[config.mk]
export PLATFORM = sky130hd
export DESIGN_NAME = aes_dec_sequencer
export DESIGN_NICKNAME = d
export VERILOG_FILES = /design/src/rtl/aes_dec_pkg.sv /design/src/rtl/aes_key_tag.sv /design/src/rtl/aes_dec_sequencer.sv
export SDC_FILE = /design/constraint.sdc
export NUM_CORES = 1
export LEC_CHECK = 0
export BUFFER_PORTS_ARGS = -buffer_cell sky130_fd_sc_hd__buf_2
export CORE_AREA = 2 2 356 358
export DETAILED_ROUTE_END_ITERATION = 12
export DIE_AREA = 0 0 358 360
export PLACE_DENSITY = 0.39
export SETUP_SLACK_MARGIN = 0.1
export SYNTH_ARGS = -nofsm -noshare
export SYNTH_HDL_FRONTEND = slang
export SYNTH_SLANG_ARGS = --single-unit
[constraint.sdc]
create_clock -name clk_i -period 13.7 [get_ports clk_i]
set_clock_uncertainty 0.15 [all_clocks]
set_input_delay 2.74 -clock clk_i [delete_from_list [all_inputs] [get_ports clk_i]]
set_output_delay 2.74 -clock clk_i [all_outputs]
set_load 0.01 [all_outputs]
[src/rtl/aes_dec_pkg.sv]
// Shared constants and types for the AES-128 decryption sequencer:
// FSM state encoding, datapath mode codes and the round count.
package aes_dec_pkg;

    localparam int NR = 10;
    localparam logic [3:0] RND_FIRST = 4'(NR);

    typedef enum logic [2:0] {
        ST_IDLE   = 3'd0,
        ST_KSTART = 3'd1,
        ST_KWAIT  = 3'd2,
        ST_FETCH  = 3'd3,
        ST_APPLY  = 3'd4,
        ST_DONE   = 3'd5
    } dec_state_e;

    localparam logic [1:0] MODE_ARK  = 2'b00;
    localparam logic [1:0] MODE_MID  = 2'b01;
    localparam logic [1:0] MODE_LAST = 2'b10;

    // Round NR is the lone initial AddRoundKey; round 0 omits InvMixColumns.
    function automatic logic [1:0] round_mode(input logic [3:0] rnd);
        if (rnd == RND_FIRST) begin
            return MODE_ARK;
        end else if (rnd == 4'd0) begin
            return MODE_LAST;
        end else begin
            return MODE_MID;
        end
    endfunction

endpackage

[src/rtl/aes_key_tag.sv]
// Remembers the last cipher key handed to the key-schedule generator and
// reports whether the incoming key can reuse the already expanded schedule.
module aes_key_tag (
    input  logic         clk_i,
    input  logic         rst_i,
    input  logic         load_i,
    input  logic         invalidate_i,
    input  logic         validate_i,
    input  logic [127:0] key_in_i,
    output logic [127:0] key_o,
    output logic         hit_o
);

    logic [127:0] key_q;
    logic [127:0] key_d;
    logic         valid_q;
    logic         valid_d;

    // Invalidate wins so a reload can never be mistaken for a finished expansion.
    always_comb begin
        key_d   = key_q;
        valid_d = valid_q;
        if (load_i) begin
            key_d = key_in_i;
        end
        if (invalidate_i) begin
            valid_d = 1'b0;
        end else if (validate_i) begin
            valid_d = 1'b1;
        end
    end

    always_ff @(posedge clk_i or posedge rst_i) begin
        if (rst_i) begin
            key_q   <= '0;
            valid_q <= 1'b0;
        end else begin
            key_q   <= key_d;
            valid_q <= valid_d;
        end
    end

    assign key_o = key_q;
    assign hit_o = valid_q & (key_in_i == key_q);

endmodule

[src/rtl/aes_dec_sequencer.sv]
// Sequences the shared inverse-round datapath through the 11 round-key
// applications of an AES-128 block, expanding the key only when it changes.
module aes_dec_sequencer
    import aes_dec_pkg::*;
(
    input  logic         clk_i,
    input  logic         rst_i,
    input  logic         start_i,
    input  logic [127:0] cipher_in_i,
    input  logic [127:0] key_in_i,
    output logic         ks_start_o,
    output logic [127:0] ks_key_o,
    input  logic         ks_done_i,
    output logic [3:0]   rk_index_o,
    input  logic [127:0] rk_data_i,
    output logic [127:0] dp_state_o,
    output logic [1:0]   dp_mode_o,
    input  logic [127:0] dp_result_i,
    output logic [127:0] plain_out_o,
    output logic         done_o,
    output logic         busy_o
);

    dec_state_e   state_q;
    dec_state_e   state_d;
    logic [3:0]   rnd_q;
    logic [3:0]   rnd_d;
    logic [127:0] data_q;
    logic [127:0] data_d;
    logic [127:0] plain_q;
    logic [127:0] plain_d;
    logic [3:0]   rk_index_q;
    logic [3:0]   rk_index_d;

    logic         key_hit;
    logic         key_load;
    logic         key_validate;

    aes_key_tag u_key_tag (
        .clk_i        (clk_i),
        .rst_i        (rst_i),
        .load_i       (key_load),
        .invalidate_i (key_load),
        .validate_i   (key_validate),
        .key_in_i     (key_in_i),
        .key_o        (ks_key_o),
        .hit_o        (key_hit)
    );

    always_comb begin
        state_d      = state_q;
        rnd_d        = rnd_q;
        data_d       = data_q;
        plain_d      = plain_q;
        rk_index_d   = rk_index_q;
        key_load     = 1'b0;
        key_validate = 1'b0;

        case (state_q)
            ST_IDLE: begin
                if (start_i) begin
                    data_d = cipher_in_i;
                    rnd_d  = RND_FIRST;
                    if (key_hit) begin
                        state_d = ST_FETCH;
                    end else begin
                        key_load = 1'b1;
                        state_d  = ST_KSTART;
                    end
                end
            end
            ST_KSTART: state_d = ST_KWAIT;
            ST_KWAIT: begin
                if (ks_done_i) begin
                    key_validate = 1'b1;
                    state_d      = ST_FETCH;
                end
            end
            ST_FETCH: state_d = ST_APPLY;
            ST_APPLY: begin
                data_d = dp_result_i;
                if (rnd_q == 4'd0) begin
                    plain_d = dp_result_i;
                    state_d = ST_DONE;
                end else begin
                    rnd_d   = rnd_q - 4'd1;
                    state_d = ST_FETCH;
                end
            end
            ST_DONE: state_d = ST_IDLE;
            default: state_d = ST_IDLE;
        endcase

        // The store read is registered, so the index must be in place for the
        // whole FETCH cycle and stay put while APPLY consumes its data.
        if (state_d == ST_FETCH) begin
            rk_index_d = rnd_d;
        end
    end

    always_ff @(posedge clk_i or posedge rst_i) begin
        if (rst_i) begin
            state_q    <= ST_IDLE;
            rnd_q      <= RND_FIRST;
            data_q     <= '0;
            plain_q    <= '0;
            rk_index_q <= '0;
        end else begin
            state_q    <= state_d;
            rnd_q      <= rnd_d;
            data_q     <= data_d;
            plain_q    <= plain_d;
            rk_index_q <= rk_index_d;
        end
    end

    assign ks_start_o  = (state_q == ST_KSTART);
    assign rk_index_o  = rk_index_q;
    assign dp_state_o  = data_q;
    assign dp_mode_o   = round_mode(rnd_q);
    assign plain_out_o = plain_q;
    assign done_o      = (state_q == ST_DONE);
    assign busy_o      = (state_q != ST_IDLE);

    // rk_data_i is consumed by the external datapath, not by this block.
    logic unused_rk;
    assign unused_rk = ^rk_data_i;

endmodule
==> metrics <==
num ports 909; setup tns final 0 ns; fraction of the mapped netlist area in simple logic gates 13.98%; Synthesized Nets 2180; vias in the first global route around 16000; area delta synth->final 42.58%; most frequent cells in the layout 780 x buf_2, 519 x nand2_1, 394 x dfrtp_1, 140 x o21ai_0, 132 x mux2i_1; Max transition margin 27.01%; clock share of power about 27%; Psw 1.919 mW; crit path kind reg -> out; total power 5.063 mW; CP startpoint rnd_q[0]$_DFF_PP0_; Final ANT Viol Nets 0; die height 360 um; Area after DPL 23320 um2; CP arrival 2.49 ns; status completed; synthesized instance count between 1500 and 2000; crit path max fanout 4; Clock transition at path regs approximately 0.06 ns; pin count of the biggest net entering global routing 130; most common cell after layout, fill and taps aside buf_2; adder-cell area share of the yosys netlist less than 1%; register area share after synthesis 56.48%; GRT overflow 0; r2r worst-path depth 8; Pleak 12.09 nW; FP Rows 130; initial antenna violation count 33; cell area after synthesis 17550 um2; port bufs 780; setup bufs post-CTS 0; cts-stage hold buffer count 0; post-DR vias/cell 3.629; RSZ-0062 raised after global routing false; first-pass GRT wire length 115.9 mm; Yosys cell types 43; Min-Delay Path Class reg -> reg; Seq cells post-synth between 300 and 400; H-Tree Depth 2; Initial Util 14.05%; die footprint 128900 um2; logic gate share of total power 35.7%; Setup crit end kind output pin; mean post-synth cell area 10.56 um2; Seq pwr share a little under two fifths; CP startpoint kind register; reg2reg end rk_index_o[0]$_DFFE_PP0N_; mux cell area share after synthesis 15.93%; total number of vias around 15000; EDFF count, synth 0; Slew Viols, Final 0; Detailed Route Iter0 Violations 736; Post-Route WL between 80 and 90 mm; Worst EP required 10.81 ns; Die X 358 um; Nets 2947; CTS Root Cell clkbuf_16; Main synth FF type dfrtp_1; fmax 185.8 MHz; gpl congestion 0.7810; switch share 37.90%; Fin. Hold Viols 0; Clk Latency, worst-skew pair 0.63 ns; residual DRC count 0; GRT Overall Usage between 10% and 20%; r2r startpoint state_q[1]$_DFF_PP0_; DP HPWL between 60 and 70 mm; TritonCTS Sinks 396; Num CTS Buffers 53; CTS-repair resized insts 0; Pint 3.144 mW; Core Area between 100000 and 150000 um2; post-route cell area 25020 um2; WL per Instance 20.10 um; CTS tree built; R2R Setup Slk 9.57 ns; Synth Area in XOR/XNOR 4.242%; Synth Area in Compound Gates roughly 5.9%; FFs w/ async S/R, synth 100.0%; crit path capture dp_mode_o[1]; Worst Tran Pin Value 1.092 ns; Detailed Routing Iterations Pass 1 5; largest family of logic cells by synthesized area multiplexers; final setup vio count 0; crit share post-route 39.28%; Worst Hold Depth 2; Syn. warnings 0; pwr dens 202.3 nW/um2; Max IR drop VDD ~94 uV; max-cap violations 0; post-route minimum period between 5 and 6 ns; Max Buffers Root-to-Sink 3; share of cells above drive strength 1 a little under two fifths
==> routing by layer <==
| metal | GRT usage [%] | vias up | routed length (um) |
|---|---|---|---|
| li1 | - | 7095 | - |
| met1 | 14.20 | 7180 | 33020 |
| met2 | 21.86 | 528 | 40930 |
| met3 | 4.897 | 115 | 7314 |
| met4 | 2.297 | 42 | 1309 |
| met5 | 0 | - | 266 |
==> registers in the layout, summed over array words and instances (netlist names) <==
signal / flops
plain_out_o: 128
state_q: 3
u_key_tag.key_o: 128
rk_index_o: 4
rnd_q: 4
u_key_tag.valid_q: 1
dp_state_o: 128
==> area by class of cell <==
cell class / count / area, um2
Clock inverter: 8 / 87.58
Tap cell: 1650 / 2064
Sequential cell: 396 / 9912
Clock buffer: 83 / 1600
Fill cell: 14080 / 99900
Timing Repair Buffer: 798 / 4064
Multi-Input combinational cell: 1136 / 7108
Antenna cell: 7 / 17.52
Inverter: 44 / 168.9
==> kinds of logic (layout without fill, tap and decap cells) <==
logic type | after synthesis | in the layout
AO/OA/AOI/OAI | 184 | 184
XOR/XNOR | 85 | 85
adder cells (fa/ha/maj) | 2 | 2
buffers and inverters | 130 | 933
flip-flops | 396 | 396
multiplexers | 261 | 261
other | 0 | 7
AND/OR/NAND/NOR | 604 | 604
==> worst max-delay path: stages, from the launching register on <==
cell and delay, ns:
dfrtp_1 0.38, inv_1 0.11, ha_1 0.21, or3b_2 0.56
inv_1 0.38, buf_2 0.22
==> how the worst min path moves through the flow <==
stage / from / endpoint / slack, ns
floorplan: u_key_tag.valid_q$_DFFE_PP0P_ / u_key_tag.valid_q$_DFFE_PP0P_ / 0.32
global placement: plain_out_o[50]$_DFFE_PP0P_ / plain_out_o[50]$_DFFE_PP0P_ / 0.30
detailed placement: plain_out_o[77]$_DFFE_PP0P_ / plain_out_o[77]$_DFFE_PP0P_ / 0.31
CTS: plain_out_o[77]$_DFFE_PP0P_ / plain_out_o[77]$_DFFE_PP0P_ / 0.32
global route: plain_out_o[14]$_DFFE_PP0P_ / plain_out_o[14]$_DFFE_PP0P_ / 0.34
finish: plain_out_o[107]$_DFFE_PP0P_ / plain_out_o[107]$_DFFE_PP0P_ / 0.31
==> stage by stage <==
| stage | utilization [%] | setup WS, ns | hold slack (ns) | cells |
|---|---|---|---|---|
| 2_1_floorplan | - | 5.482 | 0.3162 | 1662 |
| 3_3_place_gp | 18.67 | 7.771 | 0.3044 | 4024 |
| 3_5_place_dp | 18.67 | 7.752 | 0.3064 | 4024 |
| 4_1_cts | 20.02 | 8.208 | 0.3206 | 4115 |
| 5_1_grt | 20.03 | 8.185 | 0.3357 | 4119 |
| 6_report | 20.03 | 8.319 | 0.3133 | 4122 |
==> synth_stat cells, types with 4 or more instances <==
| master | n | area share (%) |
|---|---|---|
| dfrtp_1 | 394 | 56 |
| mux2_2 | 22 | 1.4 |
| buf_6 | 10 | 0.64 |
| a2111o_1 | 4 | 0.26 |
| mux2_4 | 6 | 0.51 |
| clkbuf_1 | 62 | 1.3 |
| nand4_1 | 22 | 0.78 |
| buf_1 | 10 | 0.21 |
| inv_1 | 44 | 0.94 |
| mux2i_1 | 132 | 7.5 |
| a22o_1 | 5 | 0.25 |
| o22ai_1 | 13 | 0.46 |
| a21oi_1 | 4 | 0.11 |
| nor2b_1 | 14 | 0.50 |
| nor4_1 | 14 | 0.50 |
| o2111ai_1 | 5 | 0.25 |
| mux2_1 | 101 | 6.5 |
| nand2b_1 | 15 | 0.53 |
| o21ai_0 | 140 | 4.0 |
| xor2_1 | 16 | 0.80 |
| xnor2_1 | 69 | 3.4 |
| nand2_1 | 521 | 11 |
| nor2_1 | 9 | 0.19 |
==> power by group through the flow <==
| stage | clock network [mW] | registers (mW) | logic [mW] |
|---|---|---|---|
| after global routing | 1.50 | 1.93 | 2.01 |
| after detailed placement | 0 | 1.89 | 1.88 |
| after global placement | 0 | 1.88 | 1.87 |
| after CTS | 1.46 | 1.87 | 1.88 |
| after floorplan | 0 | 2.03 | 0.813 |
| final | 1.39 | 1.87 | 1.81 |
(Power assumes the default switching activity.)
